**config.mk**
```make
export PLATFORM = sky130hd
export DESIGN_NAME = wb_queue_regfile_flat
export DESIGN_NICKNAME = d
export VERILOG_FILES = /design/src/rtl/wb_pkg.sv /design/src/rtl/wb_queue_regfile_if.sv /design/src/rtl/wb_regfile.sv /design/src/rtl/wb_queue_regfile.sv /design/src/flat_wrapper.sv
export SDC_FILE = /design/constraint.sdc
export NUM_CORES = 1
export LEC_CHECK = 0
export BUFFER_PORTS_ARGS = -buffer_cell sky130_fd_sc_hd__buf_2
export CAP_MARGIN = 15
export CORE_MARGIN = 2
export CORE_UTILIZATION = 40
export CTS_CLUSTER_DIAMETER = 150
export CTS_CLUSTER_SIZE = 12
export DETAILED_ROUTE_END_ITERATION = 10
export PLACE_DENSITY = 0.58
export SKIP_CTS_REPAIR_TIMING = 1
export SLEW_MARGIN = 20
export SYNTH_ARGS = -nofsm -noshare
export SYNTH_HDL_FRONTEND = slang
export SYNTH_SLANG_ARGS = --single-unit
```
**constraint.sdc**
```tcl
create_clock -name clk -period 6.2 [get_ports clk]
set_clock_uncertainty 0.05 [all_clocks]
set_input_delay 0.31 -clock clk [delete_from_list [all_inputs] [get_ports clk]]
set_output_delay 0.31 -clock clk [all_outputs]
set_load 0.1 [all_outputs]
```
**src/rtl/wb_pkg.sv**
```systemverilog
// rtl/wb_pkg.sv - writeback source selects, NZP constants and flag helper
package wb_pkg;

    typedef enum logic [1:0] {
        WB_ALU  = 2'd0,
        WB_MEM  = 2'd1,
        WB_PC   = 2'd2,
        WB_ZERO = 2'd3
    } wb_sel_e;

    localparam logic [2:0] PSR_N   = 3'b100;
    localparam logic [2:0] PSR_Z   = 3'b010;
    localparam logic [2:0] PSR_P   = 3'b001;
    localparam logic [2:0] PSR_RST = 3'b000;

    // Caller zero-extends its value; width selects which bit acts as the sign.
    function automatic logic [2:0] calc_nzp(input logic [63:0] value, input int width);
        if (((value >> (width - 1)) & 64'd1) != 64'd0)
            return PSR_N;
        else if (value == 64'd0)
            return PSR_Z;
        return PSR_P;
    endfunction

endpackage

```
**src/rtl/wb_queue_regfile_if.sv**
```systemverilog
// rtl/wb_queue_regfile_if.sv - result offer bus into the writeback queue
interface wb_queue_regfile_if #(
    parameter int DATA_W = 16,
    parameter int AW     = 3
);
    logic              in_valid;
    logic              in_ready;
    logic [1:0]        in_sel;
    logic [DATA_W-1:0] aluout;
    logic [DATA_W-1:0] memout;
    logic [DATA_W-1:0] pcout;
    logic [AW-1:0]     in_dr;
    logic              in_setcc;

    modport master (
        output in_valid, in_sel, aluout, memout, pcout, in_dr, in_setcc,
        input  in_ready
    );

    modport slave (
        input  in_valid, in_sel, aluout, memout, pcout, in_dr, in_setcc,
        output in_ready
    );
endinterface

```
**src/rtl/wb_regfile.sv**
```systemverilog
// rtl/wb_regfile.sv - register file, one write port and two asynchronous read ports
module wb_regfile #(
    parameter  int NUM_REGS = 8,
    parameter  int DATA_W   = 16,
    localparam int AW       = $clog2(NUM_REGS)
) (
    input  logic              clk,
    input  logic              rst,
    input  logic              i_we,
    input  logic [AW-1:0]     i_waddr,
    input  logic [DATA_W-1:0] i_wdata,
    input  logic [AW-1:0]     i_raddr1,
    input  logic [AW-1:0]     i_raddr2,
    output logic [DATA_W-1:0] o_rdata1,
    output logic [DATA_W-1:0] o_rdata2
);
    logic [DATA_W-1:0] r_regs [NUM_REGS];

    always_ff @(posedge clk) begin
        if (rst) begin
            for (int i = 0; i < NUM_REGS; i++)
                r_regs[i] <= '0;
        end else if (i_we) begin
            r_regs[i_waddr] <= i_wdata;
        end
    end

    assign o_rdata1 = r_regs[i_raddr1];
    assign o_rdata2 = r_regs[i_raddr2];
endmodule

```
**src/rtl/wb_queue_regfile.sv**
```systemverilog
// rtl/wb_queue_regfile.sv - writeback queue, drain and NZP update; WB_BYPASS_EN forwards queued results to reads
module wb_queue_regfile
    import wb_pkg::*;
#(
    parameter  int DATA_W   = 16,
    parameter  int NUM_REGS = 8,
    parameter  int DEPTH    = 2,
    localparam int AW       = $clog2(NUM_REGS),
    localparam int CW       = $clog2(DEPTH) + 1
) (
    input  logic              clk,
    input  logic              rst,
    wb_queue_regfile_if.slave wb,
    input  logic [AW-1:0]     sr1,
    input  logic [AW-1:0]     sr2,
    output logic [DATA_W-1:0] VSR1,
    output logic [DATA_W-1:0] VSR2,
    output logic [1:0]        rd_pending,
    input  logic              dbg_wr_en,
    input  logic [AW-1:0]     dbg_wr_addr,
    input  logic [DATA_W-1:0] dbg_wr_data,
    output logic [2:0]        psr,
    output logic [CW-1:0]     q_count
);
    localparam int PW = (DEPTH > 1) ? $clog2(DEPTH) : 1;

    logic [DATA_W-1:0] r_q_val [DEPTH];
    logic [AW-1:0]     r_q_dr  [DEPTH];
    logic [DEPTH-1:0]  r_q_cc;
    logic [DEPTH-1:0]  r_q_vld;
    logic [PW-1:0]     r_rd_ptr;
    logic [PW-1:0]     r_wr_ptr;
    logic [CW-1:0]     r_count;
    logic [2:0]        r_psr;

    logic [DATA_W-1:0] w_in_val;
    logic [DATA_W-1:0] w_rf_wdata;
    logic [DATA_W-1:0] w_rf_rd1;
    logic [DATA_W-1:0] w_rf_rd2;
    logic [AW-1:0]     w_rf_waddr;
    logic              w_ready;
    logic              w_enq;
    logic              w_drain;
    logic              w_rf_we;

    function automatic logic [PW-1:0] ptr_inc(input logic [PW-1:0] p);
        return (p == PW'(DEPTH - 1)) ? '0 : p + PW'(1);
    endfunction

    always_comb begin
        w_in_val = '0;
        case (wb_sel_e'(wb.in_sel))
            WB_ALU:  w_in_val = wb.aluout;
            WB_MEM:  w_in_val = wb.memout;
            WB_PC:   w_in_val = wb.pcout;
            default: w_in_val = '0;
        endcase
    end

    // Readiness depends only on occupancy so a full queue never accepts, even while draining.
    assign w_ready     = (r_count < CW'(DEPTH));
    assign wb.in_ready = w_ready;
    assign w_enq       = wb.in_valid && w_ready;
    assign w_drain     = (r_count != '0) && !dbg_wr_en;

    assign w_rf_we    = dbg_wr_en || w_drain;
    assign w_rf_waddr = dbg_wr_en ? dbg_wr_addr : r_q_dr[r_rd_ptr];
    assign w_rf_wdata = dbg_wr_en ? dbg_wr_data : r_q_val[r_rd_ptr];

    always_ff @(posedge clk) begin
        if (rst) begin
            r_rd_ptr <= '0;
            r_wr_ptr <= '0;
            r_count  <= '0;
            r_q_vld  <= '0;
            r_psr    <= PSR_RST;
        end else begin
            if (w_enq) begin
                r_q_val[r_wr_ptr] <= w_in_val;
                r_q_dr[r_wr_ptr]  <= wb.in_dr;
                r_q_cc[r_wr_ptr]  <= wb.in_setcc;
                r_q_vld[r_wr_ptr] <= 1'b1;
                r_wr_ptr          <= ptr_inc(r_wr_ptr);
            end
            if (w_drain) begin
                r_q_vld[r_rd_ptr] <= 1'b0;
                r_rd_ptr          <= ptr_inc(r_rd_ptr);
                if (r_q_cc[r_rd_ptr])
                    r_psr <= calc_nzp(64'(r_q_val[r_rd_ptr]), DATA_W);
            end
            r_count <= r_count + CW'(w_enq) - CW'(w_drain);
        end
    end

    wb_regfile #(.NUM_REGS(NUM_REGS), .DATA_W(DATA_W)) u_regfile (
        .clk      (clk),
        .rst      (rst),
        .i_we     (w_rf_we),
        .i_waddr  (w_rf_waddr),
        .i_wdata  (w_rf_wdata),
        .i_raddr1 (sr1),
        .i_raddr2 (sr2),
        .o_rdata1 (w_rf_rd1),
        .o_rdata2 (w_rf_rd2)
    );

    always_comb begin
        rd_pending = '0;
        for (int i = 0; i < DEPTH; i++) begin
            if (r_q_vld[i] && (r_q_dr[i] == sr1)) rd_pending[0] = 1'b1;
            if (r_q_vld[i] && (r_q_dr[i] == sr2)) rd_pending[1] = 1'b1;
        end
    end

`ifdef WB_BYPASS_EN
    logic [DATA_W-1:0] w_fwd1;
    logic [DATA_W-1:0] w_fwd2;
    logic              w_hit1;
    logic              w_hit2;
    logic [PW-1:0]     w_idx;

    // Walk oldest to youngest so the last match is the youngest pending write.
    always_comb begin
        w_fwd1 = '0;
        w_fwd2 = '0;
        w_hit1 = 1'b0;
        w_hit2 = 1'b0;
        w_idx  = '0;
        for (int k = 0; k < DEPTH; k++) begin
            w_idx = PW'((int'(r_rd_ptr) + k) % DEPTH);
            if (r_q_vld[w_idx] && (r_q_dr[w_idx] == sr1)) begin
                w_hit1 = 1'b1;
                w_fwd1 = r_q_val[w_idx];
            end
            if (r_q_vld[w_idx] && (r_q_dr[w_idx] == sr2)) begin
                w_hit2 = 1'b1;
                w_fwd2 = r_q_val[w_idx];
            end
        end
    end

    assign VSR1 = w_hit1 ? w_fwd1 : w_rf_rd1;
    assign VSR2 = w_hit2 ? w_fwd2 : w_rf_rd2;
`else
    assign VSR1 = w_rf_rd1;
    assign VSR2 = w_rf_rd2;
`endif

    assign psr     = r_psr;
    assign q_count = r_count;
endmodule

```
**src/flat_wrapper.sv**
```systemverilog
// flat-port wrapper written by rule: the top's interface ports become plain ports
module wb_queue_regfile_flat import wb_pkg::*;
#(
    parameter  int DATA_W   = 16,
    parameter  int NUM_REGS = 8,
    parameter  int DEPTH    = 2,
    localparam int AW       = $clog2(NUM_REGS),
    localparam int CW       = $clog2(DEPTH) + 1
)
  (clk, rst, sr1, sr2, VSR1, VSR2, rd_pending, dbg_wr_en, dbg_wr_addr, dbg_wr_data, psr, q_count, wb_in_valid, wb_in_sel, wb_aluout, wb_memout, wb_pcout, wb_in_dr, wb_in_setcc, wb_in_ready);
  wb_queue_regfile_if #(.DATA_W(DATA_W), .AW((3))) wb_i ();
  input  logic clk;
  input  logic rst;
  input  logic [AW-1:0] sr1;
  input  logic [AW-1:0] sr2;
  output logic [DATA_W-1:0] VSR1;
  output logic [DATA_W-1:0] VSR2;
  output logic [1:0] rd_pending;
  input  logic dbg_wr_en;
  input  logic [AW-1:0] dbg_wr_addr;
  input  logic [DATA_W-1:0] dbg_wr_data;
  output logic [2:0] psr;
  output logic [CW-1:0] q_count;
  input wire logic [$bits(wb_i.in_valid)-1:0] wb_in_valid;
  input wire logic [$bits(wb_i.in_sel)-1:0] wb_in_sel;
  input wire logic [$bits(wb_i.aluout)-1:0] wb_aluout;
  input wire logic [$bits(wb_i.memout)-1:0] wb_memout;
  input wire logic [$bits(wb_i.pcout)-1:0] wb_pcout;
  input wire logic [$bits(wb_i.in_dr)-1:0] wb_in_dr;
  input wire logic [$bits(wb_i.in_setcc)-1:0] wb_in_setcc;
  output wire logic [$bits(wb_i.in_ready)-1:0] wb_in_ready;
  assign wb_i.in_valid = wb_in_valid;
  assign wb_i.in_sel = wb_in_sel;
  assign wb_i.aluout = wb_aluout;
  assign wb_i.memout = wb_memout;
  assign wb_i.pcout = wb_pcout;
  assign wb_i.in_dr = wb_in_dr;
  assign wb_i.in_setcc = wb_in_setcc;
  assign wb_in_ready = wb_i.in_ready;
  wb_queue_regfile #(.DATA_W(DATA_W), .NUM_REGS(NUM_REGS), .DEPTH(DEPTH)) u_core (.clk(clk), .rst(rst), .wb(wb_i), .sr1(sr1), .sr2(sr2), .VSR1(VSR1), .VSR2(VSR2), .rd_pending(rd_pending), .dbg_wr_en(dbg_wr_en), .dbg_wr_addr(dbg_wr_addr), .dbg_wr_data(dbg_wr_data), .psr(psr), .q_count(q_count));
endmodule
```
=== Word level (Yosys, flattened, before mapping) ===
Memory sizes are Yosys's and may differ from the RTL's. A register that Yosys moved wholly into a read port is not among the register bits.
Cells that the tools add are included.
W data, S select, Z words.

* Input port bits: 83
* Logic and storage cells: 86
* RAM bits: 166
* Flip-flop bits (word level): 11
* Memories kept: 3
* Output and inout bits: 40

{| class="wikitable"
|+ Memories
! name !! words !! width !! read ports !! clocked after Yosys merged registers in !! wr ports !! line !! text
|-
| u_core.u_regfile.r_regs || 8 || 16 || 2 || 0 || 8 || wb_regfile.sv:17 || <nowiki>logic [DATA_W-1:0] r_regs [NUM_REGS];</nowiki>
|-
| u_core.r_q_val || 2 || 16 || 1 || 1 || 1 || wb_queue_regfile.sv:27 || <nowiki>logic [DATA_W-1:0] r_q_val [DEPTH];</nowiki>
|-
| u_core.r_q_dr || 2 || 3 || 3 || 1 || 1 || wb_queue_regfile.sv:28 || <nowiki>logic [AW-1:0] r_q_dr [DEPTH];</nowiki>
|}

* Bitwise gates (word level): 4
* Reduce and logical (&&, ||, !) cells: 16
* Equality and inequality tests: 6
* $lt $le $gt $ge: 5
* $add $sub $neg: 4
* Multiplexer cells: 42

{| class="wikitable"
|+ Operators by type and width
! cell !! number
|-
| $pmux W16 S3 || 1
|-
| $mux W16 || 2
|-
| $mux W1 || 28
|-
| $logic_not A16 Y1 || 1
|-
| $reduce_or A16 Y1 || 1
|-
| $mux W3 || 5
|-
| $eq A3 B3 Y1 || 4
|-
| $logic_and A1 B1 Y1 || 8
|-
| $mux W2 || 3
|-
| $lt A1 B2 Y1 const B || 2
|-
| $reduce_and A2 Y1 || 2
|-
| $add A1 B1 Y1 const B || 2
|-
| $add A2 B1 Y2 || 1
|-
| $and A2 B2 Y2 || 1
|-
| $bwmux W2 || 1
|-
| $demux W1 S1 || 2
|-
| $eq A2 B1 Y1 const B || 1
|-
| $eq A2 B2 Y1 const B || 1
|-
| $ge A1 B1 Y1 const B || 2
|-
| $logic_not A2 Y1 || 1
|-
| $lt A2 B2 Y1 const B || 1
|-
| $not A2 Y2 || 1
|-
| $or A2 B2 Y2 || 1
|-
| $reduce_bool A2 Y1 || 1
|-
| other kinds (4) || 4
|}

=== Logic depth before layout (Yosys ltp) ===
Gate-level depths: netlist of run 1.

* Depth in word-level cells: 9
* Mapped depth: 8
* Depth with buffers taken out: 6

=== By module ===
From an unflattened synthesis of run 1, not the netlist that was laid out.

* Cells, all modules: 665
* Area total of the unflattened synthesis: 9487.8 µm²

{| class="wikitable"
|+ By module, submodules not included
! module !! area each (µm²) !! seq. area each (µm²) !! cells each !! times used
|-
| wb_regfile || 6916.6 || 3843.7 || 430 || 1
|-
| wb_queue_regfile || 2571.2 || 1401.3 || 235 || 1
|}

=== Worst setup path after synthesis of run 1 ===
OpenSTA, ideal clock, no wires.

* Path type: register to register
* Start point: register u_core.r_count[1], in the netlist u_core.q_count[1]
* End point: register u_core.r_q_cc[0] (enable)
* Period minus slack after synthesis: 2878 ps
* Library setup time: 422 ps
* Setup slack: 3322 ps
* Required time: 5728 ps
* Buffers on the path: 0
* Stages on the path, launching flop included: 3
* Data arrival time: 2405 ps
* Path through: dfxtp_1 > nand2b_1 > nor3_1

* Word-level cells in the longest chain between the ends: 3

{| class="wikitable"
|+ Ends and longest elaborated chain
! item !! line !! text
|-
| from (decl) || wb_queue_regfile.sv:33 || <nowiki>logic [CW-1:0] r_count;</nowiki>
|-
| from (signal assigned) || wb_queue_regfile.sv:91 || <nowiki>r_count <= r_count + CW'(w_enq) - CW'(w_drain);</nowiki>
|-
| $lt A2 B2 Y1 || wb_queue_regfile.sv:61 || <nowiki>assign w_ready = (r_count < CW'(DEPTH));</nowiki>
|-
| $logic_and A1 B1 Y1 || wb_queue_regfile.sv:63 || <nowiki>assign w_enq = wb.in_valid && w_ready;</nowiki>
|-
| $reduce_and A2 Y1 (no line) || n/a ||
|-
| to (signal, indexed assignment) || wb_queue_regfile.sv:81 || <nowiki>r_q_cc[r_wr_ptr] <= wb.in_setcc;</nowiki>
|-
| to (decl) || wb_queue_regfile.sv:29 || <nowiki>logic [DEPTH-1:0] r_q_cc;</nowiki>
|}

Every way passes these cells.
A chain may end at the register's enable or synchronous reset.

==> results of run 1 <==
-- sequential cells by signal (all words and copies together) (netlist names), named ones only --
signal and flops:
u_core.r_rd_ptr 1, u_core.u_regfile.r_regs 128, u_core.r_wr_ptr 1, u_core.psr 3
u_core.r_q_val 32, u_core.r_q_dr 6, u_core.r_q_vld 2, u_core.r_q_cc 2
u_core.q_count 2
-- metal layers --
layer / up-vias / global-route usage, %
met5: - / 0
met4: 0 / 6.17
met3: 30 / 2.97
met2: 227 / 33.7
met1: 2900 / 25.4
li1: 2632 / -
-- Yosys cell counts (all sizes together) (2+ instances only) --
library cell and n:
xnor2 13, a21oi 17, o21ai 19, dfxtp 10, or3 2, clkbuf 19, inv 5, mux4 64
buf 24, nand3 9, nor2b 3, o21a 2, mux2 33, nor4 4, mux2i 37, nand2 33
nor3 4, nand4 6, edfxtp 168, nor2 152, xor2 2
-- how the worst min path moves through the flow --
stage                        startpoint                   to  slack [ns]  depth (start not counted)
after floorplan             wb_in_setcc     u_core.r_q_cc[0]        0.36                          0
after global placement    u_core.psr[1]        u_core.psr[1]        0.42                          2
after detailed placement  u_core.psr[1]        u_core.psr[1]        0.43                          2
after CTS                   wb_in_dr[2]  u_core.r_q_dr[0][2]       0.008                          1
after global routing        wb_in_dr[2]  u_core.r_q_dr[1][2]        0.02                          1
final                       wb_in_dr[2]  u_core.r_q_dr[0][2]        0.02                          1
-- area by class of cell --
class,instances,share of cell area [%]
clock buffer,25,5.55
inverter,5,0.179
tap,280,3.35
timing repair buffer,125,6.05
clock inverter,7,0.742
sequential,178,50.2
multi-input combinational,415,34.0
-- cells by family (layout without fill, tap and decap cells) --
kind of cell | after synthesis | in the layout | synth area share, %
adders and majority gates | 1 | 1 | 0.138
xor gates and xnor gates | 15 | 15 | 1.45
buffers and inverters | 48 | 162 | 2.67
AOI/OAI and AO/OA | 46 | 46 | 3.12
DFF | 178 | 178 | 58.1
and+or+nand+nor | 219 | 219 | 10.4
muxes | 134 | 134 | 24.2
-- worst max-delay path: stages, from the launching register on --
cell	delay [ns]
dfxtp_2	0.74
mux2i_1	0.26
a2111oi_4	0.59
nand3_2	0.44
nand2_1	0.68
-- where the power goes --
group	internal [mW]	switching [mW]	total [mW]
Sequential	1.39	0.0493	1.44
Combinational	0.167	0.409	0.576
Clock	0.698	0.449	1.15
-- per-stage QoR --
stage	hold slack, ns	worst slack [ns]
after CTS	0.00774	2.60
final	0.0203	3.06
after global routing	0.0167	2.83
after global placement	0.417	2.77
after detailed placement	0.425	2.65
after floorplan	0.359	3.32
==> impl_metrics.env, run 1 <==
export IMPL_first_global_vias=5919
export IMPL_relSlewSlack_pct=31.4
export IMPL_grt_setup_unrepaired="false"
export IMPL_synth_nets=725
export IMPL_cellPowerDensity_nw_per_um2=302
export IMPL_path_max_fanout=23
export IMPL_outcome="complete, no violations"
export IMPL_final_common_cell="edfxtp_1"
export IMPL_setup_tns_ns=0
export IMPL_multiInputGateArea_um2=3550
export IMPL_diodes=0
export IMPL_die_area_um2=23800
export IMPL_insertion_delay_ns=0.43
export IMPL_reg2reg_to="u_core.u_regfile.r_regs[5][14]"
export IMPL_cp_endpoint="u_core.u_regfile.r_regs[5][14]"
export IMPL_final_area_um2=10500
export IMPL_clkSlewWorstSetupHoldPaths_ns=0.07
export IMPL_ys_seq_elements=178
export IMPL_clockBufferDepth=2
export IMPL_fin_nets=826
export IMPL_gp_congestion=0.800
export IMPL_finalWirelength_mm=22.7
export IMPL_cp_arrival_ns=3.15
export IMPL_track_usage_pct=19.5
export IMPL_syn_inst=641
export IMPL_max_freq_mhz=318
export IMPL_wl_met1_mm=9.32
export IMPL_setup_worst_path_class="register to register"
export IMPL_ys_seq_area_share_pct=58.1
export IMPL_synth_largest_area_cell="edfxtp_1"
export IMPL_numClockSinks=178
export IMPL_cts_made_buffers=17
export IMPL_final_antenna_net_count=0
export IMPL_seq_area_um2=5250
export IMPL_wire_per_inst_um=21.9
export IMPL_rrSetupSlack_ns=3.06
export IMPL_cp_start_kind="register"
export IMPL_synth_edf_count=168
export IMPL_period_share_pct=50.7
export IMPL_layout_common_cells="edfxtp_1 (168), nor2_1 (152), buf_2 (122), mux4_2 (64), mux2i_1 (37)"
export IMPL_synth_cell_types=41
export IMPL_area_growth_pct=15.8
export IMPL_dp_hpwl_mm=16.7
export IMPL_max_cap_viol_count=0
export IMPL_post_route_util_pct=47.5
export IMPL_root_buffer="clkbuf_16"
export IMPL_layout_drive_gt1_share_pct=35.2
export IMPL_met3WireLength_mm=1.13
export IMPL_place_area_um2=9800
export IMPL_grt_pass1_wl_mm=34.5
export IMPL_drt_first_pass_iters=5
export IMPL_post_route_drc_count=0
export IMPL_tightest_slew_ns=1.03
export IMPL_io_pins=123
export IMPL_ys_flop_type="edfxtp_1"
export IMPL_met2_length_mm=11.8
export IMPL_min_path_type="primary input to register"
export IMPL_yosysWarnings=0
export IMPL_final_cells=1035
export IMPL_yosysTopAreaCellShare_pct=55.8
export IMPL_dp_cells=1003
export IMPL_grt_overflow=0
export IMPL_dieHeight_um=154
export IMPL_async_flop_share_pct=0
export IMPL_design_power_total_mw=3.16
export IMPL_setup_viol=0
export IMPL_grt_max_degree=47
export IMPL_crit_required_ns=6.21
export IMPL_core_rowCount=54
export IMPL_maxSlewViolCount=0
export IMPL_num_fill_cells=1969
export IMPL_antenna_found_initial=0
export IMPL_avgSynthCellArea_um2=14.1
export IMPL_coreArea_um2=22000
export IMPL_vias=5789
export IMPL_start_util_pct=41.0
export IMPL_ir_drop_v=0.000165
export IMPL_reg2reg_depth=4
export IMPL_htreeDepth=4
export IMPL_hold_viol_final=0
export IMPL_synthesis_area_um2=9030
export IMPL_viasPerCell=5.59
export IMPL_topRoutingLayerUsed="met4"
export IMPL_min_period_ns=3.14
export IMPL_cts_tree="yes"
export IMPL_drt_first_iter_violations=426
export IMPL_die_x_um=154
export IMPL_synthTopCellsByArea="edfxtp_1 (56%), mux4_2 (16%), nor2_1 (6.3%)"
export IMPL_end_kind="register"
export IMPL_port_buffers=122
export IMPL_cellLeakagePower_nw=3.86
Power figures use the tool's default switching activity.
==> run 2, diff against run 1 <==
--- a/config.mk
+++ b/config.mk
@@ -5,6 +5,7 @@
 export SDC_FILE = /design/constraint.sdc
 export NUM_CORES = 1
 export LEC_CHECK = 0
+export ABC_AREA = 1
 export BUFFER_PORTS_ARGS = -buffer_cell sky130_fd_sc_hd__buf_2
 export CAP_MARGIN = 15
 export CORE_MARGIN = 2
==> constraint.sdc (replaced) <==
create_clock -name clk -period 3.1 [get_ports clk]
set_clock_uncertainty 0.05 [all_clocks]
set_input_delay 0.155 -clock clk [delete_from_list [all_inputs] [get_ports clk]]
set_output_delay 0.155 -clock clk [all_outputs]
set_load 0.1 [all_outputs]
==> run 2 against run 1 <==
Against the previous run:
- the run now ends with negative hold slack left
- core utilization rose by 2.0 points
- critical path depth rose by 3
- clock power rose by 83%
- critical path type is now primary input to register
- combinational power rose by 140%
- sequential share of layout area fell by 3.5 points
- sequential power rose by 97%
- synthesized area rose by 2.7%
- final cell count rose by 40%
==> impl_metrics.env, run 2 <==
export IMPL_grt_overflow=0
export IMPL_outcome="finished, violations left"
export IMPL_relSlewSlack_pct=32.4
export IMPL_max_freq_mhz=398
export IMPL_coreArea_um2=22700
export IMPL_track_usage_pct=21.3
export IMPL_tightest_slew_ns=1.01
export IMPL_design_power_total_mw=6.36
export IMPL_ir_drop_v=0.000464
export IMPL_grt_max_degree=83
export IMPL_synthesis_area_um2=9280
export IMPL_synth_nets=1136
export IMPL_grt_pass1_wl_mm=39.9
export IMPL_yosysWarnings=0
export IMPL_dieHeight_um=156
export IMPL_async_flop_share_pct=0
export IMPL_largest_reg_flops=128
export IMPL_core_rowCount=55
export IMPL_htreeDepth=4
export IMPL_netlist_top_cells_count="nand2_1 (197), nor2_1 (180), edfxtp_1 (168), o21ai_0 (134), a21oi_1 (79)"
export IMPL_rrSetupSlack_ns=0.61
export IMPL_die_x_um=156
export IMPL_area_growth_pct=21.1
export IMPL_cp_arrival_ns=2.52
export IMPL_antenna_found_initial=0
export IMPL_synth_cell_types=33
export IMPL_io_pins=123
export IMPL_ys_seq_elements=178
export IMPL_insertion_delay_ns=0.43
export IMPL_min_period_ns=2.51
export IMPL_start_util_pct=40.9
export IMPL_period_share_pct=81.0
export IMPL_end_kind="register"
export IMPL_ys_seq_area_share_pct=56.5
export IMPL_drt_first_pass_iters=5
export IMPL_avgSynthCellArea_um2=8.82
export IMPL_synth_most_common_cell="nand2_1"
export IMPL_layout_drive_gt1_share_pct=16.3
export IMPL_synth_edf_count=168
export IMPL_dp_hpwl_mm=17.7
export IMPL_cp_start_kind="primary input"
export IMPL_die_area_um2=24400
export IMPL_cts_tree="yes"
export IMPL_path_max_fanout=17
export IMPL_crit_required_ns=3.11
export IMPL_ys_flop_type="edfxtp_1"
export IMPL_diodes=0
export IMPL_synthTopCellsByArea="edfxtp_1 (54%), nand2_1 (8.0%), nor2_1 (7.3%)"
export IMPL_finalWirelength_mm=25.3
export IMPL_hold_viol_final=13
export IMPL_setup_viol=0
export IMPL_grt_setup_unrepaired="false"
export IMPL_port_buffers=122
export IMPL_cellLeakagePower_nw=4.58
export IMPL_clockBufferDepth=2
export IMPL_setup_tns_ns=0
export IMPL_clkSlewWorstSetupHoldPaths_ns=0.06
export IMPL_violations="negative hold slack"
export IMPL_wire_per_inst_um=17.4
export IMPL_num_fill_cells=2118
export IMPL_cts_made_buffers=17
export IMPL_min_path_type="primary input to register"
export IMPL_maxSlewViolCount=0
export IMPL_root_buffer="clkbuf_16"
export IMPL_first_global_vias=7474
export IMPL_regMostFlops="u_core.u_regfile.r_regs"
export IMPL_final_common_cell="nand2_1"
export IMPL_post_route_drc_count=0
export IMPL_cellPowerDensity_nw_per_um2=566
export IMPL_vias=7731
export IMPL_syn_inst=1052
export IMPL_drt_first_iter_violations=719
export IMPL_reg_top3="u_core.u_regfile.r_regs (128), u_core.r_q_val (32), u_core.r_q_dr (6)"
export IMPL_setup_worst_path_class="primary input to register"
export IMPL_final_antenna_net_count=0
export IMPL_viasPerCell=5.34
export IMPL_whs_ns=-0.0193
export IMPL_layout_common_cells="nand2_1 (197), nor2_1 (178), edfxtp_1 (168), o21ai_0 (134), buf_2 (88)"
export IMPL_yosysTopAreaCellShare_pct=54.4
export IMPL_max_cap_viol_count=0
export IMPL_fin_nets=1235
export IMPL_synth_largest_area_cell="edfxtp_1"
export IMPL_numClockSinks=178
export IMPL_gp_congestion=0.778
[run 2: metrics by stage]
stage	instances	hold WS, ns	worst slack [ns]	utilization [%]	cell area (um2)
finish	1449	-0.0193	0.590	49.5	11200
global route	1449	0.00121	0.421	49.5	11200
CTS	1441	-0.144	0.622	49.1	11200
detailed placement	1409	0.308	0.586	46.6	10600
global placement	1409	0.297	0.665	46.6	10600
floorplan	1052	0.204	0.0521	-	9290
[run 2: per-layer routing]
metal,vias to the layer above,wire [um],global-route usage [%]
li1,3832,-,-
met1,3648,10900,27.2
met2,218,12800,37.7
met3,33,1020,3.05
met4,0,516,6.47
met5,-,0,0
[run 2: cell type report]
cell class | instances | area [um2] | share of cell area (%)
Timing Repair Buffer | 148 | 1350 | 12.0
Clock inverter | 14 | 138 | 1.22
Sequential cell | 178 | 5250 | 46.7
Clock buffer | 18 | 429 | 3.82
Multi-Input combinational cell | 734 | 3450 | 30.7
Inverter | 72 | 270 | 2.41
Tap cell | 285 | 357 | 3.17
[run 2: final timing paths]
check	cells past startpoint	end	from
setup reg to reg	9	u_core.u_regfile.r_regs[6][7]	register
hold reg to reg	2	u_core.psr[1]	u_core.psr[1]
setup / recovery	7	u_core.u_regfile.r_regs[5][8]	rst
hold / removal	4	u_core.r_wr_ptr	wb_in_valid
[run 2: cells by family after synthesis]
kind of cell               count (synthesis)  share of synthesized area (%)
buffers and inverters                    140                           6.38
and+or+nand+nor                          427                           18.7
AOI/OAI and AO/OA                        302                           17.9
xor gates and xnor gates                   4                          0.378
adders and majority gates                  1                          0.135
DFF                                      178                           56.5
[run 2: report_power, final]
part	internal, mW	switching [mW]	leakage (nW)
Combinational	0.412	1.00	2.52
Sequential	2.79	0.0572	1.78
Clock	1.18	0.915	0.277
[run 2: critical path, stage by stage]
cell and delay [ns]:
dlygate4sd3_1 0.53, buf_2 0.18, inv_1 0.33, o31ai_1 0.23, nor2_4 0.26, nand2_2 0.25
nand2_1 0.57
